===== config.mk =====
export PLATFORM = sky130hd
export DESIGN_NAME = biquad8_coeff_loader_flat
export DESIGN_NICKNAME = d
export VERILOG_FILES = /design/src/rtl/biquad8_coeff_pkg.sv /design/src/rtl/biquad8_coeff_loader_if.sv /design/src/rtl/biquad8_coeff_bank.sv /design/src/rtl/biquad8_coeff_loader.sv /design/src/flat_wrapper.sv
export SDC_FILE = /design/constraint.sdc
export NUM_CORES = 1
export LEC_CHECK = 0
export CELL_PAD_IN_SITES_DETAIL_PLACEMENT = 1
export CELL_PAD_IN_SITES_GLOBAL_PLACEMENT = 2
export CORE_ASPECT_RATIO = 1.5
export CORE_UTILIZATION = 40
export DETAILED_ROUTE_END_ITERATION = 7
export GPL_TIMING_DRIVEN = 0
export HOLD_SLACK_MARGIN = 0.05
export PLACE_DENSITY_LB_ADDON = 0.3
export SYNTH_ARGS = -nofsm -noshare
export SYNTH_HDL_FRONTEND = slang
export SYNTH_SLANG_ARGS = --single-unit

===== constraint.sdc =====
create_clock -name clk -period 2.91 [get_ports clk]
set_input_delay 0.582 -clock clk [delete_from_list [all_inputs] [get_ports clk]]
set_output_delay 0.582 -clock clk [all_outputs]
set_load 0.05 [all_outputs]

===== src/rtl/biquad8_coeff_pkg.sv =====
// Shared types and helpers for the biquad8 coefficient loader: FSM encoding,
// default coefficient width and {target, index} address field extraction.
package biquad8_coeff_pkg;

  localparam int COEFF_BITS_DEF = 18;

  typedef enum logic [2:0] {
    S_IDLE,
    S_WR,
    S_HOLD,
    S_SETTLE,
    S_UPD,
    S_DONE
  } state_e;

  // Shadow addresses are {target, index} with the index in the low idx_bits.
  function automatic int unsigned addr_tgt(input int unsigned adr, input int unsigned idx_bits);
    return adr >> idx_bits;
  endfunction

  function automatic int unsigned addr_idx(input int unsigned adr, input int unsigned idx_bits);
    return adr & ((32'd1 << idx_bits) - 32'd1);
  endfunction

endpackage


===== src/rtl/biquad8_coeff_loader_if.sv =====
// Coefficient programming bus from the loader (master) to the biquad8 filter
// chain (slave): shared data, per-target write strobes, half select, update.
interface biquad8_coeff_loader_if #(
  parameter int NTARGET    = 4,
  parameter int COEFF_BITS = biquad8_coeff_pkg::COEFF_BITS_DEF
);

  logic [COEFF_BITS-1:0] coeff_dat;
  logic [NTARGET-1:0]    coeff_wr;
  logic                  coeff_adr;
  logic                  coeff_update;

  modport master (output coeff_dat, coeff_wr, coeff_adr, coeff_update);
  modport slave  (input  coeff_dat, coeff_wr, coeff_adr, coeff_update);

endinterface


===== src/rtl/biquad8_coeff_bank.sv =====
// NTARGET x NCOEFF shadow coefficient register file with one write port and an
// async read port; BQ_COEFF_READBACK_EN adds a registered host readback port.
module biquad8_coeff_bank
  import biquad8_coeff_pkg::*;
#(
  parameter int NCOEFF     = 2,
  parameter int NTARGET    = 4,
  parameter int COEFF_BITS = COEFF_BITS_DEF,
  parameter int IDX_BITS   = (NCOEFF > 1) ? $clog2(NCOEFF) : 1,
  parameter int TGT_BITS   = (NTARGET > 1) ? $clog2(NTARGET) : 1
) (
  input  logic                  clk,
  input  logic                  rst_n,
  input  logic                  wr_i,
  input  logic [TGT_BITS-1:0]   wr_tgt_i,
  input  logic [IDX_BITS-1:0]   wr_idx_i,
  input  logic [COEFF_BITS-1:0] wr_dat_i,
  input  logic [TGT_BITS-1:0]   rd_tgt_i,
  input  logic [IDX_BITS-1:0]   rd_idx_i,
`ifdef BQ_COEFF_READBACK_EN
  input  logic [TGT_BITS-1:0]   rb_tgt_i,
  input  logic [IDX_BITS-1:0]   rb_idx_i,
  output logic [COEFF_BITS-1:0] rb_dat_o,
`endif
  output logic [COEFF_BITS-1:0] rd_dat_o
);

  logic [COEFF_BITS-1:0] mem_q [NTARGET][NCOEFF];
  logic                  wr_ok;
  logic                  rd_ok;

  // Addresses outside the populated bank are dropped on write and read as zero.
  assign wr_ok = ({1'b0, wr_tgt_i} < (TGT_BITS+1)'(NTARGET)) &&
                 ({1'b0, wr_idx_i} < (IDX_BITS+1)'(NCOEFF));
  assign rd_ok = ({1'b0, rd_tgt_i} < (TGT_BITS+1)'(NTARGET)) &&
                 ({1'b0, rd_idx_i} < (IDX_BITS+1)'(NCOEFF));

  always_ff @(posedge clk or negedge rst_n) begin
    if (!rst_n) begin
      for (int t = 0; t < NTARGET; t++) begin
        for (int i = 0; i < NCOEFF; i++) begin
          mem_q[t][i] <= '0;
        end
      end
    end else if (wr_i && wr_ok) begin
      mem_q[wr_tgt_i][wr_idx_i] <= wr_dat_i;
    end
  end

  assign rd_dat_o = rd_ok ? mem_q[rd_tgt_i][rd_idx_i] : '0;

`ifdef BQ_COEFF_READBACK_EN
  logic                  rb_ok;
  logic [COEFF_BITS-1:0] rb_q;

  assign rb_ok = ({1'b0, rb_tgt_i} < (TGT_BITS+1)'(NTARGET)) &&
                 ({1'b0, rb_idx_i} < (IDX_BITS+1)'(NCOEFF));

  always_ff @(posedge clk or negedge rst_n) begin
    if (!rst_n) begin
      rb_q <= '0;
    end else begin
      rb_q <= rb_ok ? mem_q[rb_tgt_i][rb_idx_i] : '0;
    end
  end

  assign rb_dat_o = rb_q;
`endif

endmodule


===== src/rtl/biquad8_coeff_loader.sv =====
// Shifts shadow coefficients into the biquad8 B-register cascades (highest index
// first) and then broadcasts one update strobe. Optional: BQ_COEFF_READBACK_EN.
module biquad8_coeff_loader
  import biquad8_coeff_pkg::*;
#(
  parameter int NCOEFF     = 2,
  parameter int NTARGET    = 4,
  parameter int COEFF_BITS = COEFF_BITS_DEF,
  parameter int IDX_BITS   = (NCOEFF > 1) ? $clog2(NCOEFF) : 1,
  parameter int TGT_BITS   = (NTARGET > 1) ? $clog2(NTARGET) : 1
) (
  input  logic                         clk,
  input  logic                         rst_n,
  input  logic                         host_wr_i,
  input  logic [TGT_BITS+IDX_BITS-1:0] host_adr_i,
  input  logic [COEFF_BITS-1:0]        host_dat_i,
  input  logic                         host_go_i,
  input  logic                         host_all_i,
  output logic                         busy_o,
  output logic                         done_o,
  output logic                         err_o,
`ifdef BQ_COEFF_READBACK_EN
  output logic [COEFF_BITS-1:0]        host_rdat_o,
`endif
  biquad8_coeff_loader_if.master       coeff_o
);

  localparam logic [IDX_BITS-1:0] IDX_LAST = IDX_BITS'(NCOEFF - 1);
  localparam logic [IDX_BITS-1:0] IDX_HALF = IDX_BITS'(NCOEFF / 2);
  localparam logic [TGT_BITS-1:0] TGT_LAST = TGT_BITS'(NTARGET - 1);

  state_e                state_q, state_d;
  logic [TGT_BITS-1:0]   tgt_q, tgt_d;
  logic [IDX_BITS-1:0]   idx_q, idx_d;
  logic                  all_q, all_d;
  logic                  err_q, err_d;
  logic [COEFF_BITS-1:0] dat_q, dat_d;

  logic [TGT_BITS-1:0]   host_tgt;
  logic [IDX_BITS-1:0]   host_idx;
  logic                  idle;
  logic                  tgt_ok;
  logic                  go_ok;
  logic                  shadow_wr;
  logic [COEFF_BITS-1:0] shadow_rd;

  assign host_tgt  = TGT_BITS'(addr_tgt(32'(host_adr_i), IDX_BITS));
  assign host_idx  = IDX_BITS'(addr_idx(32'(host_adr_i), IDX_BITS));
  assign idle      = (state_q == S_IDLE);
  assign tgt_ok    = ({1'b0, host_tgt} < (TGT_BITS+1)'(NTARGET));
  assign go_ok     = idle && host_go_i && (host_all_i || tgt_ok);
  assign shadow_wr = idle && host_wr_i;

  biquad8_coeff_bank #(
    .NCOEFF    (NCOEFF),
    .NTARGET   (NTARGET),
    .COEFF_BITS(COEFF_BITS),
    .IDX_BITS  (IDX_BITS),
    .TGT_BITS  (TGT_BITS)
  ) u_bank (
    .clk     (clk),
    .rst_n   (rst_n),
    .wr_i    (shadow_wr),
    .wr_tgt_i(host_tgt),
    .wr_idx_i(host_idx),
    .wr_dat_i(host_dat_i),
    .rd_tgt_i(tgt_q),
    .rd_idx_i(idx_q),
`ifdef BQ_COEFF_READBACK_EN
    .rb_tgt_i(host_tgt),
    .rb_idx_i(host_idx),
    .rb_dat_o(host_rdat_o),
`endif
    .rd_dat_o(shadow_rd)
  );

  always_ff @(posedge clk or negedge rst_n) begin
    if (!rst_n) begin
      state_q <= S_IDLE;
      tgt_q   <= '0;
      idx_q   <= '0;
      all_q   <= 1'b0;
      err_q   <= 1'b0;
      dat_q   <= '0;
    end else begin
      state_q <= state_d;
      tgt_q   <= tgt_d;
      idx_q   <= idx_d;
      all_q   <= all_d;
      err_q   <= err_d;
      dat_q   <= dat_d;
    end
  end

  // A shadow write in the go cycle lands before the first WR reads the bank,
  // so the load naturally sees the new value without any bypass.
  always_comb begin
    state_d = state_q;
    tgt_d   = tgt_q;
    idx_d   = idx_q;
    all_d   = all_q;
    err_d   = err_q;
    dat_d   = dat_q;
    if (!idle && (host_wr_i || host_go_i)) begin
      err_d = 1'b1;
    end
    unique case (state_q)
      S_IDLE: begin
        if (go_ok) begin
          state_d = S_WR;
          tgt_d   = host_all_i ? '0 : host_tgt;
          idx_d   = IDX_LAST;
          all_d   = host_all_i;
          err_d   = 1'b0;
        end else if (host_go_i) begin
          err_d = 1'b1;
        end
      end
      S_WR: begin
        dat_d   = shadow_rd;
        state_d = S_HOLD;
      end
      S_HOLD: begin
        if (idx_q != '0) begin
          idx_d   = idx_q - IDX_BITS'(1);
          state_d = S_WR;
        end else if (all_q && (tgt_q != TGT_LAST)) begin
          tgt_d   = tgt_q + TGT_BITS'(1);
          idx_d   = IDX_LAST;
          state_d = S_WR;
        end else begin
          state_d = S_SETTLE;
        end
      end
      S_SETTLE: state_d = S_UPD;
      S_UPD:    state_d = S_DONE;
      S_DONE:   state_d = S_IDLE;
      default:  state_d = S_IDLE;
    endcase
  end

  // Strobes decode straight from state so an async reset drops them at once.
  always_comb begin
    coeff_o.coeff_wr     = '0;
    coeff_o.coeff_dat    = dat_q;
    coeff_o.coeff_adr    = 1'b0;
    coeff_o.coeff_update = 1'b0;
    done_o               = 1'b0;
    busy_o               = !idle;
    err_o                = err_q;
    case (state_q)
      S_WR: begin
        coeff_o.coeff_wr  = NTARGET'(1) << tgt_q;
        coeff_o.coeff_dat = shadow_rd;
        coeff_o.coeff_adr = (idx_q >= IDX_HALF);
      end
      S_HOLD:  coeff_o.coeff_adr = (idx_q >= IDX_HALF);
      S_UPD:   coeff_o.coeff_update = 1'b1;
      S_DONE:  done_o = 1'b1;
      default: ;
    endcase
  end

endmodule


===== src/flat_wrapper.sv =====
// flat-port wrapper written by rule: the top's interface ports become plain ports
module biquad8_coeff_loader_flat import biquad8_coeff_pkg::*;
#(
  parameter int NCOEFF     = 2,
  parameter int NTARGET    = 4,
  parameter int COEFF_BITS = COEFF_BITS_DEF,
  parameter int IDX_BITS   = (NCOEFF > 1) ? $clog2(NCOEFF) : 1,
  parameter int TGT_BITS   = (NTARGET > 1) ? $clog2(NTARGET) : 1
)
  (clk, rst_n, host_wr_i, host_adr_i, host_dat_i, host_go_i, host_all_i, busy_o, done_o, err_o, coeff_o_coeff_dat, coeff_o_coeff_wr, coeff_o_coeff_adr, coeff_o_coeff_update);
  biquad8_coeff_loader_if #(.NTARGET(NTARGET), .COEFF_BITS(COEFF_BITS)) coeff_o_i ();
  input  logic clk;
  input  logic rst_n;
  input  logic host_wr_i;
  input  logic [TGT_BITS+IDX_BITS-1:0] host_adr_i;
  input  logic [COEFF_BITS-1:0] host_dat_i;
  input  logic host_go_i;
  input  logic host_all_i;
  output logic busy_o;
  output logic done_o;
  output logic err_o;
  output wire logic [$bits(coeff_o_i.coeff_dat)-1:0] coeff_o_coeff_dat;
  output wire logic [$bits(coeff_o_i.coeff_wr)-1:0] coeff_o_coeff_wr;
  output wire logic [$bits(coeff_o_i.coeff_adr)-1:0] coeff_o_coeff_adr;
  output wire logic [$bits(coeff_o_i.coeff_update)-1:0] coeff_o_coeff_update;
  assign coeff_o_coeff_dat = coeff_o_i.coeff_dat;
  assign coeff_o_coeff_wr = coeff_o_i.coeff_wr;
  assign coeff_o_coeff_adr = coeff_o_i.coeff_adr;
  assign coeff_o_coeff_update = coeff_o_i.coeff_update;
  biquad8_coeff_loader #(.NCOEFF(NCOEFF), .NTARGET(NTARGET), .COEFF_BITS(COEFF_BITS), .IDX_BITS(IDX_BITS), .TGT_BITS(TGT_BITS)) u_core (.clk(clk), .rst_n(rst_n), .host_wr_i(host_wr_i), .host_adr_i(host_adr_i), .host_dat_i(host_dat_i), .host_go_i(host_go_i), .host_all_i(host_all_i), .busy_o(busy_o), .done_o(done_o), .err_o(err_o), .coeff_o(coeff_o_i));
endmodule

# After elaboration in Yosys (flattened, before gate mapping)
# Index checks and enable logic that the tools add are counted.
dict set report totals {
  register_bits 170
  input_bits 26
  wordCells 84
}
dict set report classes {
  addsub 2
  n_lt_le_gt_ge 7
  eq_ne 9
  n_shift 1
  n_mux 33
  n_bitwise 4
  reduce_logical 14
}
# op n
set op_table {}
lappend op_table {{bitwise mux 144 bit} 1}
lappend op_table {{2-to-1 mux 36 bit} 3}
lappend op_table {{2-to-1 mux 18 bit} 5}
lappend op_table {{binary-select mux 36 bit (select 2 bit)} 1}
lappend op_table {{demux 36 bit (select 2 bit)} 1}
lappend op_table {{demux 18 bit (select 1 bit)} 1}
lappend op_table {{one-hot mux 3 bit (5 select lines)} 1}
lappend op_table {{2-to-1 mux 1 bit} 10}
lappend op_table {{2-to-1 mux 2 bit} 5}
lappend op_table {{equality test 3 x 2 -> 1 bit, second input constant} 2}
lappend op_table {{equality test 3 bit, second input constant} 2}
lappend op_table {{>= comparator 3 bit, second input constant} 2}
lappend op_table {{logical AND 1 bit} 6}
lappend op_table {{2-to-1 mux 3 bit} 2}
lappend op_table {{inequality test 2 bit, second input constant} 3}
lappend op_table {{inverter 2 -> 3 bit} 2}
lappend op_table {{>= comparator 2 bit, second input constant} 2}
lappend op_table {{2-to-1 mux 4 bit} 1}
lappend op_table {{inverter 1 -> 2 bit} 2}
lappend op_table {{one-hot mux 2 bit (2 select lines)} 1}
lappend op_table {{AND reduction 2 bit} 2}
lappend op_table {{AND reduction 4 bit} 1}
lappend op_table {{<< shifter 1 x 2 -> 4 bit, first input constant} 1}
lappend op_table {{equality test 3 x 1 -> 1 bit, second input constant} 1}
lappend op_table {{12 further kinds} 12}

# Logic depth before layout (Yosys ltp)
# Gate-level depths: netlist of the first run.
dict set report depth {
  ltp_word 8
  ltp_mapped 7
}

# Modules after synthesis
# Synthesis of the first run repeated with hierarchy kept, for this count alone.
dict set report unflattened {
  hier_cells 473
  area_unflattened_um2 7817.5
}
# mod instances cells_each area_per_inst_um2 seq_area_each_um2
set by_module_without_submodules {}
lappend by_module_without_submodules {biquad8_coeff_bank 1 375 6575.1 3603.5}
lappend by_module_without_submodules {biquad8_coeff_loader 1 98 1242.4 650.6}

# Worst setup path after synthesis of the first run
# OpenSTA, ideal clock, no wires.
dict set report synth_path {
  path_type {reg2out}
  startpoint {register u_core.state_q[1]}
  endpoint {output port coeff_o_coeff_adr}
  t_arrival_ns 1.979
  t_required_ns 2.328
  slack_ns 0.349
  path_stages_with_launch 4
  path_cell_list {dfrtp_1 > clkbuf_1 > xnor2_1 > nor3b_1}
}
dict set report synth_between {
  elab_chain_cells 3
  elab_cells_between_ends 4
}
# item line
set synth_rtl {}
lappend synth_rtl {{start, declared} biquad8_coeff_loader.sv:32} ;# state_e state_q, state_d;
lappend synth_rtl {{start signal, assigned} biquad8_coeff_loader.sv:86} ;# state_q <= state_d;
lappend synth_rtl {{equality test 3 x 1 -> 1 bit or equality test 3 x 2 -> 1 bit (tied branches)} biquad8_coeff_loader.sv:151} ;# case (state_q)
lappend synth_rtl {{OR reduction 2 bit (no line) (*)} n/a}
lappend synth_rtl {{2-to-1 mux 1 bit (*)} n/a}
lappend synth_rtl {{end, declared} flat_wrapper.sv:24} ;# output wire logic [$bits(coeff_o_i.coeff_adr)-1:0] coeff_o_coeff_adr;
# Every way passes the cells marked *; elsewhere a longest branch is shown, timed or not.

# Final worst setup path of the first run
dict set report layout_path {
  startpoint {register u_core.tgt_q[0]}
  endpoint {output port coeff_o_coeff_dat[9]}
}
dict set report layout_between {
  elab_chain_cells 8
}
# item line
set layout_rtl {}
lappend layout_rtl {{start, declared} biquad8_coeff_loader.sv:33} ;# logic [TGT_BITS-1:0] tgt_q, tgt_d;
lappend layout_rtl {{start signal, assigned} biquad8_coeff_loader.sv:87} ;# tgt_q <= tgt_d;
lappend layout_rtl {{inverter 2 -> 3 bit (implied by the code)} biquad8_coeff_bank.sv:50} ;# assign rd_dat_o = rd_ok ? mem_q[rd_tgt_i][rd_idx_i] : '0;
lappend layout_rtl {{binary-select mux 36 bit (select 2 bit)} biquad8_coeff_bank.sv:50}
lappend layout_rtl {{2-to-1 mux 36 bit (implied by the code) (2 in series)} biquad8_coeff_bank.sv:50}
lappend layout_rtl {{2-to-1 mux 18 bit (implied by the code) (3 in series)} biquad8_coeff_bank.sv:50}
lappend layout_rtl {{2-to-1 mux 18 bit} n/a}
lappend layout_rtl {{end, declared} flat_wrapper.sv:22} ;# output wire logic [$bits(coeff_o_i.coeff_dat)-1:0] coeff_o_coeff_dat;
# Every way passes these cells. The select of a mux whose other input is x is not followed.

==> out/qor_table.md, run 1 <==
| Item | Reported | Unit |
| --- | --- | --- |
| Cell Pwr Density | 1200 | nW/um2 |
| Switching share of power | 39.1 | % |
| Multiplexer fraction of the synthesized cell area | 31.3 | % |
| Number of enable-type register cells in the synthesized netlist | 0 | - |
| Count of filler cells inserted in the layout | 2004 | - |
| Number of failing hold endpoints at the final stage | 0 | - |
| Placed cell count | 882 | - |
| Peak supply drop | 0.000556 | V |
| Worst Max-Slew Pin Slew | 666 | ps |
| Post-synth cell types | 38 | - |
| Post-Place Setup Slack | -798 | ps |
| Critical Path Slowest Stage Cell | dfrtp_2 | - |
| Number of pins with negative max-slew slack in the final report | 0 | - |
| FF-to-FF setup slack | 600 | ps |
| Area fraction in compound gates after synthesis | 4.36 | % |
| Crit path max fanout | 10 | - |
| Unrepaired setup endpoints after global routing | false | - |
| Detailed Route Iter0 Violations | 164 | - |
| Number of detailed-route iterations in the first pass | 4 | - |
| Maximum clock path buffer count | 2 | - |
| Sequential Area | 4260 | um2 |
| Ports placed on the boundary | 53 | - |
| Cell area after layout | 9310 | um2 |
| TritonCTS Buffers | 17 | - |
| Number of cells produced by synthesis | 575 | - |
| Total half-perimeter wirelength after legalization and detailed placement | 13000 | um |
| Leading post-synthesis cells by cell area | dfrtp_1 (54%), mux2_2 (16%), mux2i_1 (9.3%) | - |
| Power Internal | 0.00682 | W |
| Post-CTS setup repair buffer count | 0 | - |
| Commonest cells after routing, fill and taps aside | dfrtp_1 (168), mux2_2 (115), mux2i_1 (73) | - |
| Die X-Extent | 117 | um |
| Tightest slew margin relative to the limit | 55.5 | % |
| Cell area after synthesis | 7890 | um2 |
| Register bit total from synthesis | 170 | - |
| Placeable core area | 19200 | um2 |
| Largest net degree at the start of global routing | 113 | - |
| Setup-violating endpoint count in the final report | 0 | - |
| Post-Synthesis Net Count | 605 | - |
| Share of post-route cells with drive strength above 1 | 37.2 | % |
| Average instance area after synthesis | 13.7 | um2 |
| Placed instance area | 8740 | um2 |
| Most frequent standard cell in the layout excluding fill and tap cells | dfrtp_1 | - |
| Relative contribution of the clock network to total power | 19.3 | % |
| Clock transition at the register clock pins on the worst setup and hold paths after CTS | 70 | ps |
| Dominant combinational cell family by area after synthesis | multiplexers | - |
| Smallest setup slack after layout | 124 | ps |
| Static leakage | 4.31 | nW |
| Footprint of the multi-input gates | 3430 | um2 |
| Warnings, synthesis | 0 | - |
| Vias in the first global route | 5664 | - |
| Final net count | 671 | - |
| Critical path, cell by cell | nor2b_1 > clkbuf_2 > buf_4 > a22oi_1 > nand3_1 > nand2_1 > buf_2 | - |
| Last weighted congestion value of the routability-driven placer | 0.742 | - |
| Critical Path End Type | output pin | - |
| Wire length reported by the detailed router | 19200 | um |
| Worst Hold Slack | 62.7 | ps |
| Via-to-Cell Ratio | 5.32 | - |
| Post-synthesis async set-or-reset flop share | 100 | % |
| Most instantiated flip-flop cell in the synthesis netlist | dfrtp_1 | - |
| Share of the synthesized area in the top cell type | 53.9 | % |
| Via count of the routed design | 4839 | - |
| Data arrival time of the critical path | 2200 | ps |
| Sequential element share of the synthesized area | 53.9 | % |
| CTS H-Tree Depth | 4 | - |
| Summed negative setup slack over all endpoints | 0 | ps |
| Worst stage delay on the critical path | 490 | ps |
| Area growth from synthesis to layout | 18.0 | % |
| Crit start category | register | - |
| Tcrit/Tclk final | 95.7 | % |
| Routed wire length per instance | 21.2 | um |
| Clock insertion delay at the later pin of the skew report | 430 | ps |
| Remaining routing DRC violations | 0 | - |
| Adder and majority cell fraction of the synthesized area | 0.635 | % |
| First-pass GRT wire length | 31300 | um |
| Overflow left after global routing | 0 | - |
| Antenna violations before repair | 0 | - |
| Final worst path period need | 2790 | ps |
| Fin cells | 909 | - |
| Initial Util | 41.0 | % |
| Die height | 174 | um |
| Clock tree sinks | 170 | - |
| Simple-gate share of the synthesized area | 6.62 | % |
| Number of max-capacitance violations reported | 0 | - |
| Antenna diodes | 0 | - |
| Worst min-delay path category | input port to async pin | - |
| Fraction of power consumed by combinational cells | 43.8 | % |
| Antenna viol nets, final | 0 | - |
| Category of the critical setup timing path | register to output pin | - |
| Number of I/O port buffers | 50 | - |
| Hold_buf cts | 0 | - |
| Clk Tree Root Cell | clkbuf_16 | - |
| Overall routing resource usage | 21.0 | % |
| Parity-gate share of the synthesized area counting xor and xnor cells | 0.222 | % |
| Placement Rows | 62 | - |
| Worst-case clock skew | 7.35 | ps |
| Sw Pwr | 0.00437 | W |
| Clock tree from TritonCTS | yes | - |
| Max Clock Freq | 359 | MHz |
| Run status | finished, final reports clean | - |
| Required arrival time at the worst endpoint | 2330 | ps |
| Proportion of power drawn by flip-flops and latches | 36.9 | % |
| Die ar. | 20300 | um2 |
| Cell type contributing the most total cell area after synthesis | dfrtp_1 | - |
## sequential cells by signal, indices dropped and copies added, names as in the netlist
signal,flops
u_core.tgt_q,2
u_core.all_q,1
u_core.idx_q,1
u_core.state_q,3
u_core.u_bank.mem_q,144
u_core.dat_q,18
u_core.err_o,1
## per-layer routing
| metal | vias up | track usage, % | part of all wire (%) |
|---|---|---|---|
| met5 | - | 0 | 0 |
| met4 | 0 | 6.96 | 1.8 |
| met3 | 27 | 3.77 | 2.0 |
| met2 | 70 | 38.4 | 56 |
| met1 | 2556 | 24.1 | 41 |
| li1 | 2186 | - | - |
## power by group through the flow
stage | clock [W] | combinational (W) | sequential [W]
floorplan | 0 | 0.00363 | 0.00394
global placement | 0 | 0.00488 | 0.00402
detailed placement | 0 | 0.00504 | 0.00412
CTS | 0.00222 | 0.00502 | 0.00411
global route | 0.00230 | 0.00531 | 0.00426
finish | 0.00216 | 0.00490 | 0.00413
## final timing paths
path	from	to	depth (start not counted)
max	u_core.tgt_q[0]$_DFFE_PN0P_	coeff_o_coeff_dat[9]	7
min	rst_n	u_core.u_bank.mem_q[111]$_DFFE_PN0P_	1
max reg2reg	u_core.state_q[0]$_DFFE_PN0P_	u_core.u_bank.mem_q[138]$_DFFE_PN0P_	6
min reg2reg	u_core.dat_q[2]$_DFF_PN0_	u_core.dat_q[2]$_DFF_PN0_	2
max in group asynchronous	rst_n	u_core.tgt_q[0]$_DFFE_PN0P_	2
min in group clk	u_core.dat_q[2]$_DFF_PN0_	u_core.dat_q[2]$_DFF_PN0_	2
## layout make-up
cell class,instances,share of cell area (%)
repair buffers,51,4.91
inverters,4,0.161
flip-flops and latches,170,45.7
clock inverters,13,1.32
plain buffers,32,2.93
clock buffers,18,4.72
well taps,256,3.44
multi-input cells,365,36.8
## critical path: cells and delay by family, from the launching register on
kind                   cells  cell delay [ps]
buffers and inverters      3              750
and+or+nand+nor            3              340
AOI/OAI and AO/OA          1              200
DFF                        1              490
## cell families (layout without fill, tap and decap cells)
family / Yosys count / after routing
buffers and inverters: 40 / 118
adder cells (fa/ha/maj): 4 / 4
flip-flops: 170 / 170
XOR/XNOR: 2 / 2
multiplexers: 218 / 218
AND/OR/NAND/NOR: 93 / 93
AO/OA/AOI/OAI: 48 / 48
## synth_stat cells, types with 3 or more instances
cell type,count
dfrtp_1,170
mux2_2,115
mux2i_1,73
nand2_1,39
a22oi_1,36
mux2_4,28
nand3_1,18
clkbuf_1,13
buf_2,10
buf_6,7
and2_1,6
nor2_1,6
a21oi_1,5
buf_4,4
ha_1,4
inv_1,4
nor2b_1,4
nor3b_1,4
nand2b_1,3
## timing repair
item                                    4_1_cts  5_1_grt
gates resized for setup                     131       21
endpoints found under the setup margin       24       20
endpoints found under the hold margin         0        0
## through the flow
step,util (%),power (W)
2_1_floorplan,-,0.00757
3_3_place_gp,45.3,0.00890
3_5_place_dp,45.4,0.00916
4_1_cts,48.5,0.0114
5_1_grt,48.4,0.0119
6_report,48.4,0.0112
No activity file was read; power rests on OpenSTA's default activity.
==> run 2: changes to the inputs <==
--- a/config.mk
+++ b/config.mk
@@ -8,10 +8,10 @@
 export CELL_PAD_IN_SITES_DETAIL_PLACEMENT = 1
 export CELL_PAD_IN_SITES_GLOBAL_PLACEMENT = 2
 export CORE_ASPECT_RATIO = 1.5
+export CORE_MARGIN = 8
 export CORE_UTILIZATION = 40
 export DETAILED_ROUTE_END_ITERATION = 7
 export GPL_TIMING_DRIVEN = 0
-export HOLD_SLACK_MARGIN = 0.05
 export PLACE_DENSITY_LB_ADDON = 0.3
 export SYNTH_ARGS = -nofsm -noshare
 export SYNTH_HDL_FRONTEND = slang
==> constraint.sdc (replaced) <==
create_clock -name clk -period 2.91 [get_ports clk]
set_input_delay 0.873 -clock clk [delete_from_list [all_inputs] [get_ports clk]]
set_output_delay 0.873 -clock clk [all_outputs]
set_load 0.05 [all_outputs]
==> out/qor_table.md, run 2 (same netlist as run 1, synthesis figures left out) <==
| Item | Reported | Unit | Delta |
| --- | --- | --- | --- |
| Clock transition at the register clock pins on the worst setup and hold paths after CTS | 70 | ps | about the same |
| Worst min-delay path category | input port to async pin | - | unchanged |
| Number of max-capacitance violations reported | 0 | - | unchanged |
| Fin cells | 929 | - | was 909 |
| Crit start category | register | - | unchanged |
| Run status | finished, final reports clean | - | unchanged |
| Data arrival time of the critical path | 1970 | ps | was 2200 ps |
| Relative contribution of the clock network to total power | 20.0 | % | was 19.3% |
| Number of buffers and inverters on the critical path | 3 | - | unchanged |
| Maximum clock path buffer count | 2 | - | unchanged |
| Final worst path period need | 2840 | ps | was 2790 ps |
| Clock tree from TritonCTS | yes | - | unchanged |
| TritonCTS Buffers | 17 | - | unchanged |
| Commonest cells after routing, fill and taps aside | dfrtp_1 (167), mux2_2 (115), mux2i_1 (71) | - | was dfrtp_1 (168), mux2_2 (115), mux2i_1 (73) |
| First-pass GRT wire length | 31800 | um | was 31300 um |
| Die X-Extent | 131 | um | was 117 um |
| Static leakage | 4.47 | nW | was 4.31 nW |
| Number of I/O port buffers | 50 | - | unchanged |
| Overall routing resource usage | 17.3 | % | was 21.0% |
| Critical Path End Type | output pin | - | unchanged |
| Smallest setup slack after layout | 66.1 | ps | was 124 ps |
| Worst stage delay on the critical path | 430 | ps | was 490 ps |
| Placed cell count | 886 | - | was 882 |
| Share of post-route cells with drive strength above 1 | 42.3 | % | was 37.2% |
| Placeable core area | 19500 | um2 | was 19200 um2 |
| Overall power | 0.0123 | W | was 0.0112 W |
| Worst-case clock skew | 7.77 | ps | was 7.35 ps |
| Vias in the first global route | 5692 | - | was 5664 |
| Die height | 188 | um | was 174 um |
| Most frequent standard cell in the layout excluding fill and tap cells | dfrtp_1 | - | unchanged |
| Clock tree sinks | 170 | - | unchanged |
| Crit path max-delay family | buffers and inverters | - | unchanged |
| Worst Max-Slew Pin Slew | 660 | ps | was 666 ps |
| Hold_buf cts | 0 | - | unchanged |
| Sw Pwr | 0.00463 | W | was 0.00437 W |
| Category of the critical setup timing path | register to output pin | - | unchanged |
| Overflow left after global routing | 0 | - | unchanged |
| Cell area after layout | 9790 | um2 | was 9310 um2 |
| Proportion of power drawn by flip-flops and latches | 33.3 | % | was 36.9% |
| Switching share of power | 37.8 | % | was 39.1% |
| Setup-violating endpoint count in the final report | 0 | - | unchanged |
| Wire length reported by the detailed router | 20000 | um | was 19200 um |
| Via count of the routed design | 4862 | - | was 4839 |
| Clk Tree Root Cell | clkbuf_16 | - | unchanged |
| Registers with the most flip-flops | u_core.u_bank.mem_q: 144 flops, u_core.dat_q: 18 flops, u_core.state_q: 3 flops | - | unchanged |
| Unrepaired setup endpoints after global routing | false | - | unchanged |
| Area growth from synthesis to layout | 24.1 | % | was 18.0% |
| Die ar. | 24600 | um2 | was 20300 um2 |
| Post-Place Setup Slack | -1090 | ps | was -798 ps |
| Critical Path Slowest Stage Cell | dfrtp_2 | - | unchanged |
| Placement Rows | 63 | - | was 62 |
| Antenna violations before repair | 0 | - | unchanged |
| Tcrit/Tclk final | 97.7 | % | was 95.7% |
| Number of failing hold endpoints at the final stage | 0 | - | unchanged |
| Final net count | 686 | - | was 671 |
| Fraction of power consumed by combinational cells | 46.6 | % | was 43.8% |
| CTS H-Tree Depth | 4 | - | unchanged |
| Ports placed on the boundary | 53 | - | unchanged |
| Cell Pwr Density | 1250 | nW/um2 | was 1200 nW/um2 |
| Crit path max fanout | 10 | - | unchanged |
| Clock insertion delay at the later pin of the skew report | 430 | ps | about the same |
| Peak supply drop | 0.000899 | V | was 0.000556 V |
| Initial Util | 40.3 | % | was 41.0% |
| Remaining routing DRC violations | 0 | - | unchanged |
| Detailed Route Iter0 Violations | 192 | - | was 164 |
| Largest net degree at the start of global routing | 99 | - | was 113 |
| Count of filler cells inserted in the layout | 2017 | - | was 2004 |
| Power Internal | 0.00762 | W | was 0.00682 W |
| Total half-perimeter wirelength after legalization and detailed placement | 13500 | um | was 13000 um |
| Flip-flop count of the largest register after layout | 144 | - | unchanged |
| Placed instance area | 8740 | um2 | about the same |
| Antenna viol nets, final | 0 | - | unchanged |
| Number of detailed-route iterations in the first pass | 4 | - | unchanged |
| Required arrival time at the worst endpoint | 2040 | ps | was 2330 ps |
| Top reg by flops | u_core.u_bank.mem_q | - | unchanged |
| Max Clock Freq | 352 | MHz | was 359 MHz |
| Routed wire length per instance | 21.6 | um | was 21.2 um |
| Via-to-Cell Ratio | 5.23 | - | was 5.32 |
| Tightest slew margin relative to the limit | 55.9 | % | was 55.5% |
| Antenna diodes | 0 | - | unchanged |
| Critical path, cell by cell | nor2b_1 > clkbuf_4 > buf_8 > a22oi_1 > nand3_1 > nand2_1 > buf_6 | - | was nor2b_1 > clkbuf_2 > buf_4 > a22oi_1 > nand3_1 > nand2_1 > buf_2 |
| Number of pins with negative max-slew slack in the final report | 0 | - | unchanged |
| Last weighted congestion value of the routability-driven placer | 0.742 | - | about the same |
==> run 2: changes by cell type in the layout (fill, tap and decap cells not counted), moves of 5 or more <==
cell / previous run / this run
a22oi_1: 36 / 22
a22oi_2: 0 / 14
buf_6: 13 / 27
buf_2: 14 / 4
buf_4: 14 / 20
clkinv_4: 6 / 0
buf_8: 1 / 6
==> run 2: metal layers <==
layer / GRT usage (%) / share of wire (%) / vias up
met5: 0 / 0 / -
met4: 5.37 / 2.3 / 0
met3: 3.58 / 2.8 / 26
met2: 31.6 / 56 / 61
met1: 19.2 / 39 / 2545
li1: - / - / 2230
==> run 2: power by group through the flow <==
| stage | logic (W) | registers [W] | clock network [W] |
|---|---|---|---|
| global placement | 0.00492 | 0.00402 | 0 |
| floorplan | 0.00363 | 0.00394 | 0 |
| detailed placement | 0.00509 | 0.00411 | 0 |
| CTS | 0.00539 | 0.00408 | 0.00251 |
| finish | 0.00571 | 0.00408 | 0.00245 |
| global route | 0.00614 | 0.00423 | 0.00259 |
==> run 2: repair_timing <==
action / 4_1_cts / 5_1_grt
setup buffers: 6 / 6
setup endpoints to repair: 25 / 24
pin swaps: 4 / 3
cloned: 0 / 2
resized for setup: 197 / 39
==> run 2: worst register-to-register path: stages, from the launching register on <==
cell,delay (ps)
dfrtp_1,370
buf_6,130
nor3_4,260
nand3b_2,180
nor2_2,570
buf_6,290
mux2_2,360
==> run 2: area by class of cell <==
type                    instances  area, um2  share of cell area [%]
clock inverters                14        208                    2.12
multi-input cells             365       3520                    36.0
flip-flops and latches        170       4260                    43.5
plain buffers                  33        343                    3.50
inverters                       4       15.0                   0.153
repair buffers                 65        687                    7.02
well taps                     260        325                    3.32
clock buffers                  18        429                    4.38
==> run 2: path summary, 6_finish.rpt <==
| kind | end | cells past startpoint | startpoint | slack [ps] |
|---|---|---|---|---|
| worst min-delay path | u_core.u_bank.mem_q[111]$_DFFE_PN0P_ | 1 | rst_n | 410 |
| worst max register to register | u_core.u_bank.mem_q[34]$_DFFE_PN0P_ | 6 | u_core.state_q[0]$_DFFE_PN0P_ | 640 |
| worst max-delay path | coeff_o_coeff_dat[13] | 7 | u_core.tgt_q[0]$_DFFE_PN0P_ | 70 |
| max in group asynchronous | u_core.state_q[1]$_DFFE_PN0P_ | 2 | rst_n | 1590 |
| min in group clk | u_core.dat_q[6]$_DFF_PN0_ | 2 | u_core.dat_q[6]$_DFF_PN0_ | 480 |
| worst min register to register | u_core.dat_q[6]$_DFF_PN0_ | 2 | u_core.dat_q[6]$_DFF_PN0_ | 480 |
==> run 2: metrics by stage <==
| stage | TNS [ps] | utilization [%] | hold slack, ps |
|---|---|---|---|
| 6_report | 0 | 50.1 | 411 |
| 5_1_grt | 0 | 50.1 | 426 |
| 4_1_cts | -8.35 | 49.0 | 414 |
| 3_5_place_dp | -18080 | 44.7 | 464 |
| 3_3_place_gp | -988010 | 44.6 | 453 |
| 2_1_floorplan | 0 | - | 464 |
